$ cat config.mk
export PLATFORM = sky130hd
export DESIGN_NAME = cdb_arbiter_flat
export DESIGN_NICKNAME = d
export VERILOG_FILES = /design/src/rtl/cdb_arbiter_pkg.sv /design/src/rtl/cdb_arbiter_if.sv /design/src/rtl/cdb_arbiter_rr_picker.sv /design/src/rtl/cdb_arbiter.sv /design/src/flat_wrapper.sv
export SDC_FILE = /design/constraint.sdc
export NUM_CORES = 1
export LEC_CHECK = 0
export CAP_MARGIN = 20
export CORE_MARGIN = 3
export CORE_UTILIZATION = 36
export DETAILED_ROUTE_END_ITERATION = 8
export PLACE_DENSITY = 0.82
export SLEW_MARGIN = 10
export SYNTH_ARGS = -nofsm -noshare
export SYNTH_HDL_FRONTEND = slang
export SYNTH_SLANG_ARGS = --single-unit
$ cat constraint.sdc
create_clock -name clk -period 3.65 [get_ports clk]
set_input_delay 0.5475 -clock clk [delete_from_list [all_inputs] [get_ports clk]]
set_output_delay 0.5475 -clock clk [all_outputs]
set_load 0.03 [all_outputs]
$ cat src/rtl/cdb_arbiter_pkg.sv
// cdb_arbiter_pkg: shared constants and types for the CDB arbiter slice.
//   N_REQ             number of execution-unit result requesters
//   COMMIT_RING_WIDTH width of a commit-ring slot index (CDB tag)
//   DATA_WIDTH        result data width
//   cdb_t             registered broadcast bundle {valid, tag, fpr, data}
//   grant_kind_e      which rule produced this cycle's grant
package cdb_arbiter_pkg;

  localparam int N_REQ             = 4;
  localparam int COMMIT_RING_WIDTH = 4;
  localparam int TAG_WIDTH         = COMMIT_RING_WIDTH;
  localparam int DATA_WIDTH        = 32;
  localparam int PTR_WIDTH         = (N_REQ > 1) ? $clog2(N_REQ) : 1;

  typedef struct packed {
    logic                  valid;
    logic [TAG_WIDTH-1:0]  tag;
    logic                  fpr;
    logic [DATA_WIDTH-1:0] data;
  } cdb_t;

  typedef enum logic [1:0] {
    GRANT_NONE = 2'd0,
    GRANT_AGE  = 2'd1,
    GRANT_RR   = 2'd2
  } grant_kind_e;

  function automatic logic [PTR_WIDTH-1:0] onehot_to_idx(input logic [N_REQ-1:0] oh);
    logic [PTR_WIDTH-1:0] idx;
    idx = '0;
    for (int i = 0; i < N_REQ; i++) begin
      if (oh[i]) idx = idx | PTR_WIDTH'(i);
    end
    return idx;
  endfunction

  // Explicit wrap so non-power-of-two N_REQ still returns to 0.
  function automatic logic [PTR_WIDTH-1:0] next_ptr(input logic [PTR_WIDTH-1:0] idx);
    if (int'(idx) == N_REQ - 1) return '0;
    return idx + PTR_WIDTH'(1);
  endfunction

endpackage

$ cat src/rtl/cdb_arbiter_if.sv
// cdb_arbiter_if: result-request bus from the execution units plus the
// registered CDB broadcast.
//   req_valid/req_ready  per-requester handshake (ready is the grant)
//   req_tag/req_fpr/req_data  result payload per requester
//   commit_tag           commit-ring head pointer
//   cdb_valid/tag/fpr/data  registered broadcast
// Modports: master = execution units / commit ring side, slave = arbiter.
interface cdb_arbiter_if;
  import cdb_arbiter_pkg::*;

  logic [N_REQ-1:0]                 req_valid;
  logic [N_REQ-1:0]                 req_ready;
  logic [N_REQ-1:0][TAG_WIDTH-1:0]  req_tag;
  logic [N_REQ-1:0]                 req_fpr;
  logic [N_REQ-1:0][DATA_WIDTH-1:0] req_data;
  logic [TAG_WIDTH-1:0]             commit_tag;

  logic                  cdb_valid;
  logic [TAG_WIDTH-1:0]  cdb_tag;
  logic                  cdb_fpr;
  logic [DATA_WIDTH-1:0] cdb_data;

  modport master (
    output req_valid, req_tag, req_fpr, req_data, commit_tag,
    input  req_ready, cdb_valid, cdb_tag, cdb_fpr, cdb_data
  );

  modport slave (
    input  req_valid, req_tag, req_fpr, req_data, commit_tag,
    output req_ready, cdb_valid, cdb_tag, cdb_fpr, cdb_data
  );

endinterface

$ cat src/rtl/cdb_arbiter_rr_picker.sv
// cdb_arbiter_rr_picker: combinational rotate-priority encoder.
//   valid  request vector
//   start  index searched first; search continues start+1, ... mod N_REQ
//   grant  one-hot winner (all zero when nothing is valid)
//   any    at least one request is valid
module cdb_arbiter_rr_picker
  import cdb_arbiter_pkg::*;
(
  input  logic [N_REQ-1:0]     valid,
  input  logic [PTR_WIDTH-1:0] start,
  output logic [N_REQ-1:0]     grant,
  output logic                 any
);

  always_comb begin
    int idx;
    grant = '0;
    any   = 1'b0;
    idx   = 0;
    for (int off = 0; off < N_REQ; off++) begin
      idx = int'(start) + off;
      if (idx >= N_REQ) idx = idx - N_REQ;
      if (!any && valid[idx]) begin
        grant[idx] = 1'b1;
        any        = 1'b1;
      end
    end
  end

endmodule

$ cat src/rtl/cdb_arbiter.sv
// cdb_arbiter: shares the common data bus among the ALU, FPU, load and IN
// result ports. One result per cycle is granted and broadcast on the
// registered cdb_* outputs the following cycle.
//   clk    clock
//   reset  synchronous, active-high; also acts as pipeline flush
//   bus    cdb_arbiter_if.slave (request handshake, commit head, broadcast)
// Grant order: the result whose tag equals the commit-ring head wins
// (lowest index on a tie); otherwise round-robin from rr_ptr.
// Build option: CDB_AGE_PRIO_EN enables the commit-head priority; without it
// the arbiter is pure round-robin and commit_tag is ignored.
module cdb_arbiter
  import cdb_arbiter_pkg::*;
(
  input  logic         clk,
  input  logic         reset,
  cdb_arbiter_if.slave bus
);

  logic [N_REQ-1:0]     age_hit;
  logic [N_REQ-1:0]     age_grant;
  logic [N_REQ-1:0]     rr_grant;
  logic                 rr_any;
  logic [N_REQ-1:0]     grant;
  logic [PTR_WIDTH-1:0] sel;
  logic [PTR_WIDTH-1:0] rr_ptr;
  logic [PTR_WIDTH-1:0] rr_ptr_nxt;
  grant_kind_e          kind;
  cdb_t                 cdb_q;
  cdb_t                 cdb_d;

`ifdef CDB_AGE_PRIO_EN
  always_comb begin
    age_hit = '0;
    for (int i = 0; i < N_REQ; i++) begin
      age_hit[i] = bus.req_valid[i] && (bus.req_tag[i] == bus.commit_tag);
    end
  end
`else
  logic unused_commit_tag;
  assign unused_commit_tag = ^bus.commit_tag;
  assign age_hit = '0;
`endif

  // Lowest-index commit-head match; tags are unique so at most one is set in
  // legal traffic, but the tie-break keeps the grant one-hot regardless.
  always_comb begin
    logic found;
    age_grant = '0;
    found     = 1'b0;
    for (int i = 0; i < N_REQ; i++) begin
      if (!found && age_hit[i]) begin
        age_grant[i] = 1'b1;
        found        = 1'b1;
      end
    end
  end

  cdb_arbiter_rr_picker u_rr_picker (
    .valid (bus.req_valid),
    .start (rr_ptr),
    .grant (rr_grant),
    .any   (rr_any)
  );

  // Grant rule selection. Reset forces no grant so a flush never hands a
  // result to the CDB.
  always_comb begin
    kind = GRANT_NONE;
    if (!reset) begin
      if (|age_hit)    kind = GRANT_AGE;
      else if (rr_any) kind = GRANT_RR;
    end
  end

  always_comb begin
    grant      = '0;
    rr_ptr_nxt = rr_ptr;
    cdb_d      = cdb_q;
    cdb_d.valid = 1'b0;
    case (kind)
      GRANT_AGE: grant = age_grant;
      GRANT_RR: begin
        grant      = rr_grant;
        rr_ptr_nxt = next_ptr(onehot_to_idx(rr_grant));
      end
      default: grant = '0;
    endcase
    sel = onehot_to_idx(grant);
    if (kind != GRANT_NONE) begin
      cdb_d.valid = 1'b1;
      cdb_d.tag   = bus.req_tag[sel];
      cdb_d.fpr   = bus.req_fpr[sel];
      cdb_d.data  = bus.req_data[sel];
    end
  end

  always_ff @(posedge clk) begin
    if (reset) begin
      rr_ptr <= '0;
      cdb_q  <= '0;
    end else begin
      rr_ptr <= rr_ptr_nxt;
      cdb_q  <= cdb_d;
    end
  end

  assign bus.req_ready = grant;
  assign bus.cdb_valid = cdb_q.valid;
  assign bus.cdb_tag   = cdb_q.tag;
  assign bus.cdb_fpr   = cdb_q.fpr;
  assign bus.cdb_data  = cdb_q.data;

endmodule

$ cat src/flat_wrapper.sv
// flat-port wrapper written by rule: the top's interface ports become plain ports
module cdb_arbiter_flat import cdb_arbiter_pkg::*;
  (clk, reset, bus_req_valid, bus_req_tag, bus_req_fpr, bus_req_data, bus_commit_tag, bus_req_ready, bus_cdb_valid, bus_cdb_tag, bus_cdb_fpr, bus_cdb_data);
  cdb_arbiter_if bus_i ();
  input  logic clk;
  input  logic reset;
  input wire logic [$bits(bus_i.req_valid)-1:0] bus_req_valid;
  input wire logic [$bits(bus_i.req_tag)-1:0] bus_req_tag;
  input wire logic [$bits(bus_i.req_fpr)-1:0] bus_req_fpr;
  input wire logic [$bits(bus_i.req_data)-1:0] bus_req_data;
  input wire logic [$bits(bus_i.commit_tag)-1:0] bus_commit_tag;
  output wire logic [$bits(bus_i.req_ready)-1:0] bus_req_ready;
  output wire logic [$bits(bus_i.cdb_valid)-1:0] bus_cdb_valid;
  output wire logic [$bits(bus_i.cdb_tag)-1:0] bus_cdb_tag;
  output wire logic [$bits(bus_i.cdb_fpr)-1:0] bus_cdb_fpr;
  output wire logic [$bits(bus_i.cdb_data)-1:0] bus_cdb_data;
  assign bus_i.req_valid = bus_req_valid;
  assign bus_i.req_tag = bus_req_tag;
  assign bus_i.req_fpr = bus_req_fpr;
  assign bus_i.req_data = bus_req_data;
  assign bus_i.commit_tag = bus_commit_tag;
  assign bus_req_ready = bus_i.req_ready;
  assign bus_cdb_valid = bus_i.cdb_valid;
  assign bus_cdb_tag = bus_i.cdb_tag;
  assign bus_cdb_fpr = bus_i.cdb_fpr;
  assign bus_cdb_data = bus_i.cdb_data;
  cdb_arbiter u_core (.clk(clk), .reset(reset), .bus(bus_i));
endmodule
## Word level (Yosys, flattened, before mapping)

Index checks and enable logic that the tools add are counted.

| storage, ports and cells | value |
|---|---|
| output and inout port bits | 42 |
| logic and storage cells | 95 |
| input bits | 158 |
| register bits | 40 |

| operators by class | value |
|---|---|
| order comparisons | 13 |
| eq/ne operators | 2 |
| bitwise operators | 3 |
| add/sub/neg operators | 8 |
| reduce and logical (&&, ||, !) cells | 11 |
| muxes and demuxes | 53 |

Operators by type and width:

| operator | count |
|---|---|
| $mux 32 | 5 |
| $ge 32x1->1 const B | 4 |
| $lt 32x4->1 const B | 4 |
| $bmux 32 s2 | 1 |
| $mux 38 | 1 |
| $mux 4 | 6 |
| $mux 1 | 21 |
| $mux 2 | 9 |
| $or 4x4->4 | 3 |
| $sub 3x3->4 const B | 3 |
| $bmux 1 s2 | 5 |
| $ge 3x3->1 const B | 3 |
| $bmux 4 s2 | 1 |
| $demux 1 s2 | 4 |
| $logic_and 1x1->1 | 7 |
| $add 2x2->3 const B | 2 |
| $sub 2x3->4 const B | 1 |
| $add 2x1->3 const B | 1 |
| $ge 2x3->1 const B | 1 |
| $logic_not 1->1 | 3 |
| $lt 2x3->1 const B | 1 |
| $add 2x1->2 const B | 1 |
| $eq 2x1->1 const B | 1 |
| $eq 2x2->1 const B | 1 |
| $reduce_bool 2->1 | 1 |

## Longest topological paths before layout

Gate-level depths: netlist of the first run.

| logic depth | value |
|---|---|
| word-level depth | 25 |
| mapped depth | 12 |
| depth with buffers taken out | 9 |

## Modules after synthesis

Synthesis of the first run repeated with hierarchy kept, for this count alone.

| second synthesis, totals | value |
|---|---|
| cell total of the unflattened synthesis | 419 |
| area total of the unflattened synthesis | 3064.2 µm² |

Modules (own cells, without submodules):

| module | area an instance (µm²) | sequential area each (µm²) | times used | cells each |
|---|---|---|---|---|
| cdb_arbiter | 2606.2 | 800.8 | 1 | 360 |
| cdb_arbiter_rr_picker | 457.9 | 0.0 | 1 | 59 |

## Worst setup path before layout of the first run

No wires, ideal clock.

| timing | value |
|---|---|
| kind | reg2out |
| start point | reg u_core.rr_ptr[0] |
| end point | out bus_req_ready[3] |
| required time | 3102 ps |
| setup slack | 515 ps |
| path buffers | 1 |
| cell stages (with the launch flop) | 9 |
| data arrival time | 2587 ps |
| cells stage by stage | dfxtp_1 buf_2 inv_1 ha_1 mux4_2 nor2b_1 o31ai_4 a21oi_1 nor2_1 |

| between the ends | value |
|---|---|
| word-level cells in the longest chain between the ends | 19 |
| elaborated cells on any way between the ends | 68 |
| classes of those cells | 7 x add/sub; 12 x order compare; 1 x eq/ne; 35 x mux; 3 x bitwise; 10 x reduce/logical |

Ends and longest elaborated chain:

| element | RTL line | source |
|---|---|---|
| start: declaration | cdb_arbiter.sv:25 | `logic [PTR_WIDTH-1:0] rr_ptr;` |
| start signal: assignment | cdb_arbiter.sv:102 | `rr_ptr <= rr_ptr_nxt;` |
| parallel branches: the longest is 18 deep, another holds $ge 32x1->1 | - |  |
| $mux 4 (*) | cdb_arbiter.sv:80 | `case (kind)` |
| end: declaration | flat_wrapper.sv:12 | `output wire logic [$bits(bus_i.req_ready)-1:0] bus_req_ready;` |

Mark *: on every way between the ends. The select of a mux whose other input is x is not followed.

## Final worst setup path of the first run

| timing | value |
|---|---|
| start point | reg u_core.rr_ptr[0] |
| end point | out bus_req_ready[1] |

The elaborated chain is that of the path after synthesis.

==> flow_summary.yaml, run 1 <==
floorplanning:
  die_area_um2: 9130
  rows: 32
  io_pins: 200
  die_h_um: 95.5
  start_util_pct: 37.1
  die_w_um: 95.5
  coreArea_um2: 7770
critical_path:
  crit_type: "reg -> out"
  reg2reg_from: "u_core.rr_ptr[0]"
  worst-path-max-fanout: 5
  crit_chain: "inv_1 > ha_1 > or3b_1 > a2111o_1 > a21boi_1 > o21ai_2 > inv_1 > dlygate4sd2_1"
  r2r_slack_ns: 0.42
  slowest_stage: "a2111o_1"
  critPathArrivalTime_ns: 2.85
  critPathBufInv: 3
  crit_path_frequent_cell: "inv_1"
  worstPathRequired_ns: 3.10
  startpoint_type: "register"
  r2r_end: "u_core.bus.cdb_data[16]"
  crit_path_end_kind: "output port"
  cpLargestDelayFamily: "compound AO/OA/AOI/OAI gates"
  ff2ff_path_depth: 10
  max_stage_delay_ns: 0.47
synth:
  netlist.area_leader.share_pct: 27.8
  synth.avg_cell_area_um2: 8.51
  ys_ff_latch: 40
  synth_common_cells: "nand2_1 (48), dfxtp_1 (40), a21oi_1 (36)"
  synth_top_area_cell: "dfxtp_1"
  synth_cells: 339
  syn-num-nets: 502
  ys_types: 51
  async_flop_share_pct: 0
  seq_area_frac_synth_pct: 27.8
  ys.flop_type: "dfxtp_1"
  netlist_top_cells_area: "dfxtp_1 (28%), a21oi_1 (6.2%), nand2_1 (6.2%)"
  yosys.cell_count.top_type: "nand2_1"
  synth_edf_count: 0
  syn_area_um2: 2890
  yosysWarningCount: 0
power:
  leakage_uw: 0.00192
  ir_worst_vdd_uv: 483
  p_per_area_nw_per_um2: 866
place:
  place_hpwl_um: 8760
  gp_congestion: 0.879
  portBuffers: 195
  place_ws_ns: 0.114
  post_dp_cell_area_um2: 5030
  dp.cells: 631
run:
  maxCapViolCount: 0
global_routing:
  busiest_layer: "met2"
  grt_pass1_vias: 3671
  antenna_found_initial: 0
  grt-ovfl-total: 0
  met3_usage_pct: 7.18
  grt_max_degree: 35
  grt_pass1_wl_um: 17700
  grt.met2_usage_pct: 44.6
  grt_usage_pct: 24.6
  met1_usage_pct: 27.6
hold_path:
  hold_path.startpoint: "u_core.bus.cdb_data[2]"
  worst_hold_path.endpoint: "u_core.bus.cdb_data[2]"
  min_delay_path_depth: 2
  min_path_type: "reg -> reg"
layout:
  layout.cells.non_filler: 639
  drive_above_1_share_pct: 11.7
  diodes: 0
  design_area_um2: 5120
  nets: 699
  regArea_um2: 801
  fillers: 678
  fin_util_pct: 65.9
  multiInputGateArea_um2: 1940
  areaGrowthSynthToFinish_pct: 77.4
timing:
  fin_ws_ns: 0.254
  max_freq_mhz: 294
  drv_slew: 0
  worstMarginPinSlew_ns: 0.792
  min_period_ns: 3.40
  setup_tns_ns: 0
  setup_viol: 0
  hold_viol: 0
  rsz0062_at_grt: "false"
  fin_crit_sh_pct: 93.0
  slew_headroom_pct: 46.7
  skew_ns: 0.0139
clocking:
  htree_levels: 2
  post_cts_buffers: 0
  numClockSinks: 40
  worstSkewPairLatency_ns: 0.30
  path_clk_slew_ns: 0.07
  clock_path_buffers: 2
  cts_tree: "built"
  numCtsBuffers: 5
  root_buffer: "clkbuf_8"
route:
  ant_nets: 0
  viasPerCell: 5.57
  wl_um: 11700
  dr_total_vias: 3561
  route.detailed.drc: 0
  dr.pass1.iters: 4
  wire_per_inst_um: 18.3
  drt_first_iter_violations: 130
outcome:
  status: "complete, no violations"
==> report_power, final <==
| part | total [µW] | switching [µW] | internal, µW |
|---|---|---|---|
| registers | 749 | 105 | 644 |
| clock network | 306 | 169 | 137 |
| logic | 3380 | 1870 | 1510 |
==> timing repair <==
action                                  in CTS  in global routing
endpoints found under the setup margin       1                  2
resized for setup                            1                  2
hold buffers                                 0                  0
==> worst max path at each step <==
stage                     slack, ns  depth (start not counted)                to             start
after floorplan                0.52                          8  bus_req_ready[3]  u_core.rr_ptr[0]
after global placement         0.15                          7  bus_req_ready[1]  bus_req_valid[2]
after detailed placement       0.11                          7  bus_req_ready[1]  bus_req_valid[2]
after CTS                      0.04                          8  bus_req_ready[2]  u_core.rr_ptr[0]
after global routing           0.10                          8  bus_req_ready[1]  u_core.rr_ptr[0]
final                          0.25                          8  bus_req_ready[1]  u_core.rr_ptr[0]
==> state kept, by name (all words and copies together), names as in the netlist <==
| register | cells |
|---|---|
| u_core.bus.cdb_tag | 4 |
| u_core.rr_ptr | 2 |
| u_core.bus.cdb_valid | 1 |
| u_core.bus.cdb_fpr | 1 |
| u_core.bus.cdb_data | 32 |
==> layout by cell type, fill, tap and decap left out, types with 3 or more instances in the layout <==
master / n
clkdlybuf4s50_1: 191
nand2_1: 47
dfxtp_1: 40
a21oi_1: 36
o21a_1: 24
buf_4: 20
a22oi_1: 16
nor3_1: 16
o221ai_1: 14
a22oi_2: 10
o221ai_2: 10
nor2_1: 8
nand3_1: 8
mux2i_1: 7
inv_1: 6
o22ai_1: 5
a22o_1: 5
ha_1: 5
clkbuf_8: 5
nor2b_1: 4
and2_1: 4
mux4_2: 3
o31ai_4: 3
o21ai_1: 3
a31o_1: 3
==> worst reg2reg max path: cells and delay by family, from the launching register on <==
kind / cells / cell delay (ns)
simple gates: 1 / 0.19
buf+inv: 2 / 0.40
fa+ha+maj: 1 / 0.40
mux: 2 / 0.89
flops: 1 / 0.34
compound gates: 4 / 0.89
==> metrics by stage <==
| stage | total power [µW] | hold WS (ns) |
|---|---|---|
| floorplan | 3050 | 0.543 |
| global placement | 4050 | 0.437 |
| detailed placement | 4140 | 0.451 |
| CTS | 4460 | 0.473 |
| global route | 4740 | 0.494 |
| finish | 4430 | 0.472 |
==> final cells by class <==
class	instances	area share [%]
well taps	102	2.49
clock inverters	1	0.171
repair buffers	216	41.7
flip-flops and latches	40	15.6
multi-input cells	266	37.9
inverters	7	0.513
clock buffers	7	1.49
==> kinds of logic (layout without fill, tap and decap cells) <==
kind of cell | count (synthesis) | count (layout) | synth area share [%]
AO/OA/AOI/OAI | 149 | 149 | 42.8
AND/OR/NAND/NOR | 99 | 99 | 15.9
flip-flops | 40 | 40 | 27.8
buffers and inverters | 33 | 231 | 5.51
multiplexers | 13 | 13 | 5.94
adder cells (fa/ha/maj) | 5 | 5 | 2.17
==> layer usage <==
layer	vias up	part of all wire, %
met5	-	0
met4	0	1.3
met3	14	9.4
met2	153	52
met1	1692	37
li1	1702	-
Note: power is estimated with default switching activity, not from simulation.
==> run 2, diff against run 1 <==
--- a/config.mk
+++ b/config.mk
@@ -9,6 +9,7 @@
 export CORE_MARGIN = 3
 export CORE_UTILIZATION = 36
 export DETAILED_ROUTE_END_ITERATION = 8
+export MAX_ROUTING_LAYER = met4
 export PLACE_DENSITY = 0.82
 export SLEW_MARGIN = 10
 export SYNTH_ARGS = -nofsm -noshare
==> run 2 against run 1 <==
Net effect:
- sequential share of layout area decreased by 0.13 points
- hold slack worse by 0.0053 ns
- critical path type unchanged
- clock skew is 0.0056 ns lower
- non-clock buffer count is 1 higher
==> flow_summary.yaml, run 2 (synthesis results as in run 1) <==
critical_path:
  cp-endpoint: "bus_req_ready[1]"
  ff2ff_path_depth: 11
  worstPathRequired_ns: 3.10
  startpoint_type: "register"
  r2r_end: "u_core.bus.cdb_data[23]"
  crit_path_end_kind: "output port"
  slowest_stage: "a2111o_1"
  crit_chain: "inv_1 > ha_1 > or3b_1 > a2111o_1 > a21boi_1 > o21ai_2 > inv_1 > dlygate4sd2_1"
  crit_path_frequent_cell: "inv_1"
  reg2reg_from: "u_core.rr_ptr[0]"
  max_stage_delay_ns: 0.47
  r2r_slack_ns: 0.49
  startpoint: "u_core.rr_ptr[0]"
  crit_type: "reg -> out"
  worst-path-max-fanout: 5
  critPathArrivalTime_ns: 2.83
clocking:
  clock_path_buffers: 2
  numClockSinks: 40
  hold_buffers: 0
  htree_levels: 2
  root_buffer: "clkbuf_8"
  cts_tree: "built"
  numCtsBuffers: 5
  worstSkewPairLatency_ns: 0.30
  path_clk_slew_ns: 0.08
floorplanning:
  die_area_um2: 9130
  coreArea_um2: 7770
  die_w_um: 95.5
  start_util_pct: 37.1
  die_h_um: 95.5
  rows: 32
  io_pins: 200
layout:
  nets: 700
  final_cell_mix: "clkdlybuf4s50_1 (191), nand2_1 (47), dfxtp_1 (40), a21oi_1 (36), o21a_1 (24)"
  areaGrowthSynthToFinish_pct: 78.8
  diodes: 0
  fillers: 646
  layout_commonest_cell: "clkdlybuf4s50_1"
  largest_reg_flops: 32
  drive_above_1_share_pct: 12.1
global_routing:
  grt-ovfl-total: 0
  grt_max_degree: 46
  grt.met2_usage_pct: 43.9
  met1_usage_pct: 28.6
  grt_usage_pct: 24.7
  grt_pass1_vias: 3583
  grt_pass1_wl_um: 17400
  met3_usage_pct: 4.81
  busiest_layer: "met2"
  antenna_found_initial: 0
timing:
  fin_crit_sh_pct: 92.4
  max_freq_mhz: 296
  setup_viol: 0
  min_period_ns: 3.37
  fin_ws_ns: 0.277
  worstMarginPinSlew_ns: 0.783
  skew_ns: 0.00821
  slew_headroom_pct: 47.3
  setup_tns_ns: 0
  rsz0062_at_grt: "false"
  hold_viol: 0
  drv_slew: 0
place:
  portBuffers: 195
  place_ws_ns: 0.138
  place_hpwl_um: 8720
  gp_congestion: 0.887
run:
  maxCapViolCount: 0
power:
  p_total_uw: 4500
  p_per_area_nw_per_um2: 872
  ir_worst_vdd_uv: 465
  leakage_uw: 0.00193
route:
  wl_um: 11400
  route.detailed.drc: 0
  drt_first_iter_violations: 190
  dr.pass1.iters: 4
  wire_per_inst_um: 17.8
  ant_nets: 0
  dr_total_vias: 3532
  viasPerCell: 5.52
outcome:
  status: "complete, no violations"
hold_path:
  min_path_type: "reg -> reg"
  min_delay_path_depth: 2
run 2: cell type report:
cell class              instances  area, µm²  area share (%)
repair buffers                217       2170            42.0
multi-input cells             266       1940            37.6
flip-flops and latches         40        801            15.5
well taps                     102        128            2.47
clock buffers                   7       86.3            1.67
inverters                       7       26.3           0.509
clock inverters                 1       7.51           0.146
run 2: where the power goes:
part	internal [µW]	leakage, µW	switching (µW)
Clock	154	0.0000445	163
Sequential	644	0.000334	105
Combinational	1560	0.00155	1880
Total	2350	0.00193	2150
run 2: how the worst min path moves through the flow:
stage                             from                 endpoint  slack [ns]
2_1_floorplan         u_core.rr_ptr[1]         u_core.rr_ptr[1]        0.54
3_3_place_gp    u_core.bus.cdb_data[5]   u_core.bus.cdb_data[5]        0.43
3_5_place_dp   u_core.bus.cdb_data[10]  u_core.bus.cdb_data[10]        0.45
4_1_cts        u_core.bus.cdb_data[10]  u_core.bus.cdb_data[10]        0.47
5_1_grt         u_core.bus.cdb_data[2]   u_core.bus.cdb_data[2]        0.49
6_report       u_core.bus.cdb_data[10]  u_core.bus.cdb_data[10]        0.47
run 2: critical path: cells and delay by family, from the launching register on:
kind / cells / cell delay [ns]
flops: 1 / 0.33
buf+inv: 3 / 0.59
compound gates: 3 / 0.85
simple gates: 1 / 0.36
fa+ha+maj: 1 / 0.39
run 2: through the flow:
stage | util (%) | std cells | instance area [µm²] | hold WS (ns)
6_report | 66.4 | 640 | 5160 | 0.467
5_1_grt | 66.4 | 640 | 5160 | 0.488
4_1_cts | 66.3 | 640 | 5150 | 0.469
3_5_place_dp | 65.2 | 632 | 5060 | 0.446
3_3_place_gp | 65.2 | 632 | 5060 | 0.435
2_1_floorplan | - | 339 | 2890 | 0.543
run 2: repair_timing:
action	4_1_cts	5_1_grt
endpoints found under the hold margin	0	0
endpoints found under the setup margin	1	2
buffers inserted	0	0
cloned	0	0
gates resized for setup	1	2
run 2: layer usage:
layer | up-vias | part of all wire (%)
met5 | - | 0
met3 | 8 | 7.7
li1 | 1706 | -
met4 | 0 | 0.81
met1 | 1666 | 40
met2 | 152 | 52
